<file path="src/rtl/id_stage_pipe.sv">
// RV32I decode stage with operand forwarding, load-use stall and a registered
// ID/EX output stage guarded by a valid/ready handshake.
module id_stage_pipe #(
    parameter int          NUM_FWD  = 2,
    parameter logic [31:0] RESET_PC = 32'h0
) (
    input  logic                    clk,
    input  logic                    rst,
    input  logic                    flush_i,
    input  logic                    in_valid_i,
    output logic                    in_ready_o,
    input  logic [31:0]             pc_i,
    input  logic [31:0]             inst_i,
    output logic [4:0]              reg1_addr_o,
    output logic [4:0]              reg2_addr_o,
    input  logic [31:0]             reg1_data_i,
    input  logic [31:0]             reg2_data_i,
    input  logic [NUM_FWD-1:0]      fwd_wreg_i,
    input  logic [NUM_FWD-1:0]      fwd_pending_i,
    input  logic [5*NUM_FWD-1:0]    fwd_wd_i,
    input  logic [32*NUM_FWD-1:0]   fwd_wdata_i,
    output logic                    out_valid_o,
    input  logic                    out_ready_i,
    output logic [3:0]              op_class_o,
    output logic [2:0]              funct3_o,
    output logic                    alt_o,
    output logic [31:0]             rs1_val_o,
    output logic [31:0]             rs2_val_o,
    output logic [31:0]             imm_o,
    output logic [4:0]              rd_o,
    output logic                    wreg_o,
    output logic [31:0]             pc_o,
    output logic                    illegal_o
);

    typedef enum logic [3:0] {
        CLS_NOP = 4'd0, CLS_LUI = 4'd1, CLS_AUIPC = 4'd2, CLS_JAL = 4'd3, CLS_JALR = 4'd4,
        CLS_BRANCH = 4'd5, CLS_LOAD = 4'd6, CLS_STORE = 4'd7, CLS_OP_IMM = 4'd8, CLS_OP = 4'd9
    } op_class_e;

    typedef struct packed {
        logic        pending;
        logic [31:0] data;
    } operand_t;

    localparam logic [6:0] OPC_LUI    = 7'b0110111;
    localparam logic [6:0] OPC_AUIPC  = 7'b0010111;
    localparam logic [6:0] OPC_JAL    = 7'b1101111;
    localparam logic [6:0] OPC_JALR   = 7'b1100111;
    localparam logic [6:0] OPC_BRANCH = 7'b1100011;
    localparam logic [6:0] OPC_LOAD   = 7'b0000011;
    localparam logic [6:0] OPC_STORE  = 7'b0100011;
    localparam logic [6:0] OPC_OP_IMM = 7'b0010011;
    localparam logic [6:0] OPC_OP     = 7'b0110011;

    logic [6:0] opcode, funct7;
    logic [2:0] funct3;
    assign opcode      = inst_i[6:0];
    assign funct3      = inst_i[14:12];
    assign funct7      = inst_i[31:25];
    assign reg1_addr_o = inst_i[19:15];
    assign reg2_addr_o = inst_i[24:20];

    op_class_e   class_raw, class_d;
    logic        illegal_d, alt_d, wreg_d, rs1_read, rs2_read, hazard, xfer;
    logic [31:0] imm_d, rs1_val_d, rs2_val_d;
    operand_t    op1, op2;

    // NOTE: every signal written in always_comb is given a default first so no latch is inferred.
    always_comb begin
        class_raw = CLS_NOP;
        illegal_d = 1'b0;
        case (opcode)
            OPC_LUI:    class_raw = CLS_LUI;
            OPC_AUIPC:  class_raw = CLS_AUIPC;
            OPC_JAL:    class_raw = CLS_JAL;
            OPC_JALR: begin
                class_raw = CLS_JALR;
                illegal_d = (funct3 != 3'b000);
            end
            OPC_BRANCH: begin
                class_raw = CLS_BRANCH;
                illegal_d = (funct3 == 3'b010) || (funct3 == 3'b011);
            end
            OPC_LOAD: begin
                class_raw = CLS_LOAD;
                illegal_d = funct3 inside {3'b011, 3'b110, 3'b111};
            end
            OPC_STORE: begin
                class_raw = CLS_STORE;
                illegal_d = (funct3 >= 3'b011);
            end
            OPC_OP_IMM: begin
                class_raw = CLS_OP_IMM;
                if (funct3 == 3'b001)      illegal_d = (funct7 != 7'h00);
                else if (funct3 == 3'b101) illegal_d = !((funct7 == 7'h00) || (funct7 == 7'h20));
            end
            OPC_OP: begin
                class_raw = CLS_OP;
                illegal_d = !((funct7 == 7'h00) ||
                              ((funct7 == 7'h20) && ((funct3 == 3'b000) || (funct3 == 3'b101))));
            end
            default:    illegal_d = 1'b1;
        endcase
        class_d = illegal_d ? CLS_NOP : class_raw;
    end

    always_comb begin
        imm_d = 32'h0;
        case (class_d)
            CLS_LUI, CLS_AUIPC: imm_d = {inst_i[31:12], 12'h0};
            CLS_JAL:    imm_d = {{12{inst_i[31]}}, inst_i[19:12], inst_i[20], inst_i[30:21], 1'b0};
            CLS_JALR, CLS_LOAD: imm_d = {{20{inst_i[31]}}, inst_i[31:20]};
            CLS_BRANCH: imm_d = {{20{inst_i[31]}}, inst_i[7], inst_i[30:25], inst_i[11:8], 1'b0};
            CLS_STORE:  imm_d = {{20{inst_i[31]}}, inst_i[31:25], inst_i[11:7]};
            CLS_OP_IMM: imm_d = (funct3[1:0] == 2'b01) ? {27'h0, inst_i[24:20]}
                                                       : {{20{inst_i[31]}}, inst_i[31:20]};
            default:    imm_d = 32'h0;
        endcase
    end

    assign alt_d = ((class_d == CLS_OP) && ((funct3 == 3'b000) || (funct3 == 3'b101)) ||
                    (class_d == CLS_OP_IMM) && (funct3 == 3'b101)) ? inst_i[30] : 1'b0;
    assign wreg_d = (inst_i[11:7] != 5'd0) &&
                    (class_d inside {CLS_LUI, CLS_AUIPC, CLS_JAL, CLS_JALR, CLS_LOAD, CLS_OP_IMM, CLS_OP});
    assign rs1_read = class_d inside {CLS_JALR, CLS_BRANCH, CLS_LOAD, CLS_STORE, CLS_OP_IMM, CLS_OP};
    assign rs2_read = class_d inside {CLS_BRANCH, CLS_STORE, CLS_OP};

    // Youngest matching source (lowest index) wins; x0 always reads zero and never stalls.
    function automatic operand_t resolve(input logic [4:0] addr, input logic [31:0] rf_data);
        operand_t r;
        logic     found;
        r     = '{pending: 1'b0, data: rf_data};
        found = 1'b0;
        for (int k = 0; k < NUM_FWD; k++) begin
            if (!found && fwd_wreg_i[k] && (fwd_wd_i[5*k +: 5] == addr)) begin
                found     = 1'b1;
                r.data    = fwd_wdata_i[32*k +: 32];
                r.pending = fwd_pending_i[k];
            end
        end
        if (addr == 5'd0) r = '{pending: 1'b0, data: 32'h0};
        return r;
    endfunction

    assign op1       = resolve(reg1_addr_o, reg1_data_i);
    assign op2       = resolve(reg2_addr_o, reg2_data_i);
    assign rs1_val_d = rs1_read ? op1.data : 32'h0;
    assign rs2_val_d = rs2_read ? op2.data : 32'h0;
    assign hazard    = (rs1_read && op1.pending) || (rs2_read && op2.pending);

    logic        out_valid_q, alt_q, wreg_q, illegal_q;
    logic [3:0]  op_class_q;
    logic [2:0]  funct3_q;
    logic [31:0] rs1_val_q, rs2_val_q, imm_q, pc_q;
    logic [4:0]  rd_q;

    assign in_ready_o = !rst && !hazard && (!out_valid_q || out_ready_i);
    assign xfer       = in_valid_i && in_ready_o && !flush_i;

    // NOTE: sequential state uses non-blocking assignments so all registers update together at the edge.
    // NOTE: the payload registers are reset too, so the held outputs are defined values right after reset.
    always_ff @(posedge clk) begin
        if (rst) begin
            out_valid_q <= 1'b0;
            op_class_q  <= CLS_NOP;
            funct3_q    <= 3'h0;
            alt_q       <= 1'b0;
            rs1_val_q   <= 32'h0;
            rs2_val_q   <= 32'h0;
            imm_q       <= 32'h0;
            rd_q        <= 5'h0;
            wreg_q      <= 1'b0;
            pc_q        <= RESET_PC;
            illegal_q   <= 1'b0;
        end else if (flush_i) begin
            out_valid_q <= 1'b0;
        end else if (xfer) begin
            out_valid_q <= 1'b1;
            op_class_q  <= class_d;
            funct3_q    <= funct3;
            alt_q       <= alt_d;
            rs1_val_q   <= rs1_val_d;
            rs2_val_q   <= rs2_val_d;
            imm_q       <= imm_d;
            rd_q        <= inst_i[11:7];
            wreg_q      <= wreg_d;
            pc_q        <= pc_i;
            illegal_q   <= illegal_d;
        end else if (out_ready_i) begin
            out_valid_q <= 1'b0;
        end
    end

    assign out_valid_o = out_valid_q;
    assign op_class_o  = op_class_q;
    assign funct3_o    = funct3_q;
    assign alt_o       = alt_q;
    assign rs1_val_o   = rs1_val_q;
    assign rs2_val_o   = rs2_val_q;
    assign imm_o       = imm_q;
    assign rd_o        = rd_q;
    assign wreg_o      = wreg_q;
    assign pc_o        = pc_q;
    assign illegal_o   = illegal_q;

endmodule

</file>
<file path="config.mk">
export PLATFORM = sky130hd
export DESIGN_NAME = id_stage_pipe
export DESIGN_NICKNAME = d
export VERILOG_FILES = /design/src/rtl/id_stage_pipe.sv
export SDC_FILE = /design/constraint.sdc
export NUM_CORES = 1
export LEC_CHECK = 0
export BUFFER_PORTS_ARGS = -buffer_cell sky130_fd_sc_hd__buf_2
export CORE_AREA = 2 2 142 144
export CTS_CLUSTER_SIZE = 14
export DETAILED_ROUTE_END_ITERATION = 6
export DIE_AREA = 0 0 144 146
export GPL_TIMING_DRIVEN = 1
export PLACE_DENSITY = 0.79
export SETUP_SLACK_MARGIN = 0.2
export SLEW_MARGIN = 20
export SYNTH_ARGS = -nofsm -noshare
export SYNTH_HDL_FRONTEND = slang
export SYNTH_SLANG_ARGS = --single-unit
</file>
<file path="constraint.sdc">
create_clock -name clk -period 3 [get_ports clk]
set_input_delay 0.15 -clock clk [delete_from_list [all_inputs] [get_ports clk]]
set_output_delay 0.15 -clock clk [all_outputs]
set_load 0.01 [all_outputs]
</file>
==> metrics <==
status complete, no violations; final wirelength 27,900 µm; DRT iter0 DRCs 339; share of cells above drive strength 1 37.1%; die area 0.0210 mm²; crit path time final 2.57 ns; DRC 0; worst hold path endpoint rd_o[0]; Area growth syn-to-layout 36.3%; Worst R2R Setup Slack 1.44 ns; dpl cell area 0.0103 mm²; Reg2Reg Capture Point rs2_val_o[19]; Pins Over Slew Limit 0; sequential cell area fraction in the yosys report 35.0%; Die W 144 µm; first-pass GRT wire length 42,900 µm; syn nets 1,115; CTS sink cnt 144; Nets 1,476; synth unique cells 55; Synth area leader dfxtp_1; Total Routing Usage GR 25.7%; ys flop type dfxtp_1; Cell Rows 51; vias per cell 5.25; Hold Fails Final Rpt 0; relative slew slack 56.7%; Inserted Clock Buffers 17; H-Tree Level Count 4; Critical R2R Launch out_valid_o; CTS clk-pin slew, worst paths 0.06 ns; Max Fclk 389 MHz; pwr/cell area 415 mW/mm²; I/O Buffers 365; synth top area cells dfxtp_1 35%, mux2i_1 20%, nand2b_1 8.0%; core area 0.0193 mm²; detailed placement HPWL 19,800 µm; CTS-repair resized insts 0; clk buf depth 2; Worst-Margin Slew 0.633 ns; Hold/Removal Path Class primary input to flop; WS Path Type primary input to flop; Final ANT Viol Nets 0; most frequent cell after synthesis mux2i_1; Finish-stage setup viols 0; most instantiated cells after synthesis 168 x mux2i_1, 144 x dfxtp_1, 105 x nand2b_1; CTS Hold Bufs 32; Worst-Skew Late Latency 0.42 ns; CTS tree done; starting density of the core 42.5%; Worst Clk Skew 0.0165 ns; Max Cap Viol 0; I/O pin count 366; Avg WL per Cell 18.1 µm; Critical Path Start Type primary input; vias in the first global route 8,317; largest net degree at the start of global routing 71; Synthesis Warnings 0; Post-synth EDFFs 0; Root Driver clkbuf_16; cells on worst reg2reg path 5; Setup Total Neg Slack 0 ns; Seq cells post-synth 144; final worst path period share 85.7%; Ant. Diodes 0; 1st-pass router iterations 6; Non-Filler Cell Area, Final 0.0112 mm²; WP data arrival 2.90 ns; Yosys top cell area share 35.0%; critical path required time 3.33 ns; initial antenna violation count 0; Post-CTS Setup Inserts 0; unrepaired setup endpoints after global routing no; Mapped Cells 904; Peak VDD IR 0.000376 V; Leak 0.00537 µW; Setup crit end kind flop; vias 8,096; routability cong. 0.923; grt ovf 0; min-delay src inst_i[7]; post-synth design cell area 0.00823 mm²; CP Max Fanout 38; syn avg cell area 9.10 µm²; async set-reset flop share out of synthesis 0%; Die Y 146 µm; Cells on Worst Hold Path 2
worst max-delay path by stage:
| stage | start | end | slack, ns |
|---|---|---|---|
| detailed placement | inst_i[31] | rs2_val_o[19] | 0.05 |
| floorplan | inst_i[31] | rs1_val_o[10] | 0.33 |
| global route | inst_i[31] | rs2_val_o[19] | 0.36 |
| CTS | inst_i[31] | rs2_val_o[19] | 0.47 |
| finish | inst_i[31] | rs2_val_o[19] | 0.43 |
| global placement | inst_i[31] | rs1_val_o[15] | 0.11 |
registers in the layout, summed over array words and instances (netlist names):
register	cells
imm_o	32
pc_o	32
rs1_val_o	32
rs2_val_o	32
rd_o	5
op_class_o	4
funct3_o	3
alt_o	1
illegal_o	1
out_valid_o	1
wreg_o	1
metrics by stage:
stage	total power, µW	std cells	hold slack, ns	utilization (%)	setup slack (ns)
5_1_grt	4830	1542	0.0338	58.0	0.361
6_report	4650	1542	0.0239	58.0	0.430
3_5_place_dp	2600	1479	0.380	53.5	0.0470
4_1_cts	4680	1542	0.00744	58.0	0.467
2_1_floorplan	2310	904	0.294	-	0.329
3_3_place_gp	2590	1479	0.375	53.5	0.115
critical path, stage by stage:
cell and delay [ns]:
buf_2 0.11, or4_1 0.54, o32ai_2 0.24, a2bb2oi_2 0.15
or3b_1 0.43, buf_12 0.18, o2111ai_4 0.28, buf_12 0.28
buf_12 0.24, mux2i_1 0.25
cells in the final DEF, fill, tap and decap left out, types with 5 or more instances in the layout:
cell type	count
o21bai_1	5
nor2b_1	44
xor2_1	8
nand2b_1	105
buf_4	17
nand2_1	71
nor2_1	46
mux2i_1	168
xnor2_1	12
mux2_2	41
a211o_1	35
clkbuf_16	17
a21boi_0	5
or4_1	5
o21ai_0	40
a21oi_1	12
buf_2	364
nand3b_1	8
a22oi_1	11
dfxtp_1	144
dlygate4sd3_1	32
inv_1	7
nor4_1	7
buf_12	8
power by group:
part | switching [µW] | internal (µW)
combinational | 319 | 322
clock | 843 | 1200
sequential | 16.9 | 1950
layer usage:
metal  track usage (%)  wire, µm  part of all wire, %
met1              28.3     10500                   38
met2              44.6     13800                   49
met3              7.90      2480                  8.9
met4              12.3      1130                  4.0
met5                 0         0                    0
cells by family (layout without fill, tap and decap cells):
kind of cell	count (synthesis)	after routing	synth area share, %
DFF	144	144	35.0
and+or+nand+nor	320	320	21.2
AOI/OAI and AO/OA	124	124	10.6
xor gates and xnor gates	20	20	2.13
muxes	209	209	26.1
buffers and inverters	86	459	4.91
adders and majority gates	1	1	0.122
final cells by class:
cell class,instances,area [µm²]
clock inverters,9,83.8
clock buffers,22,474
fillers,1724,8120
well taps,265,332
flip-flops and latches,144,2880
repair buffers,421,2430
multi-input cells,674,4980
inverters,7,26.3
Note: power is estimated with default switching activity, not from simulation.
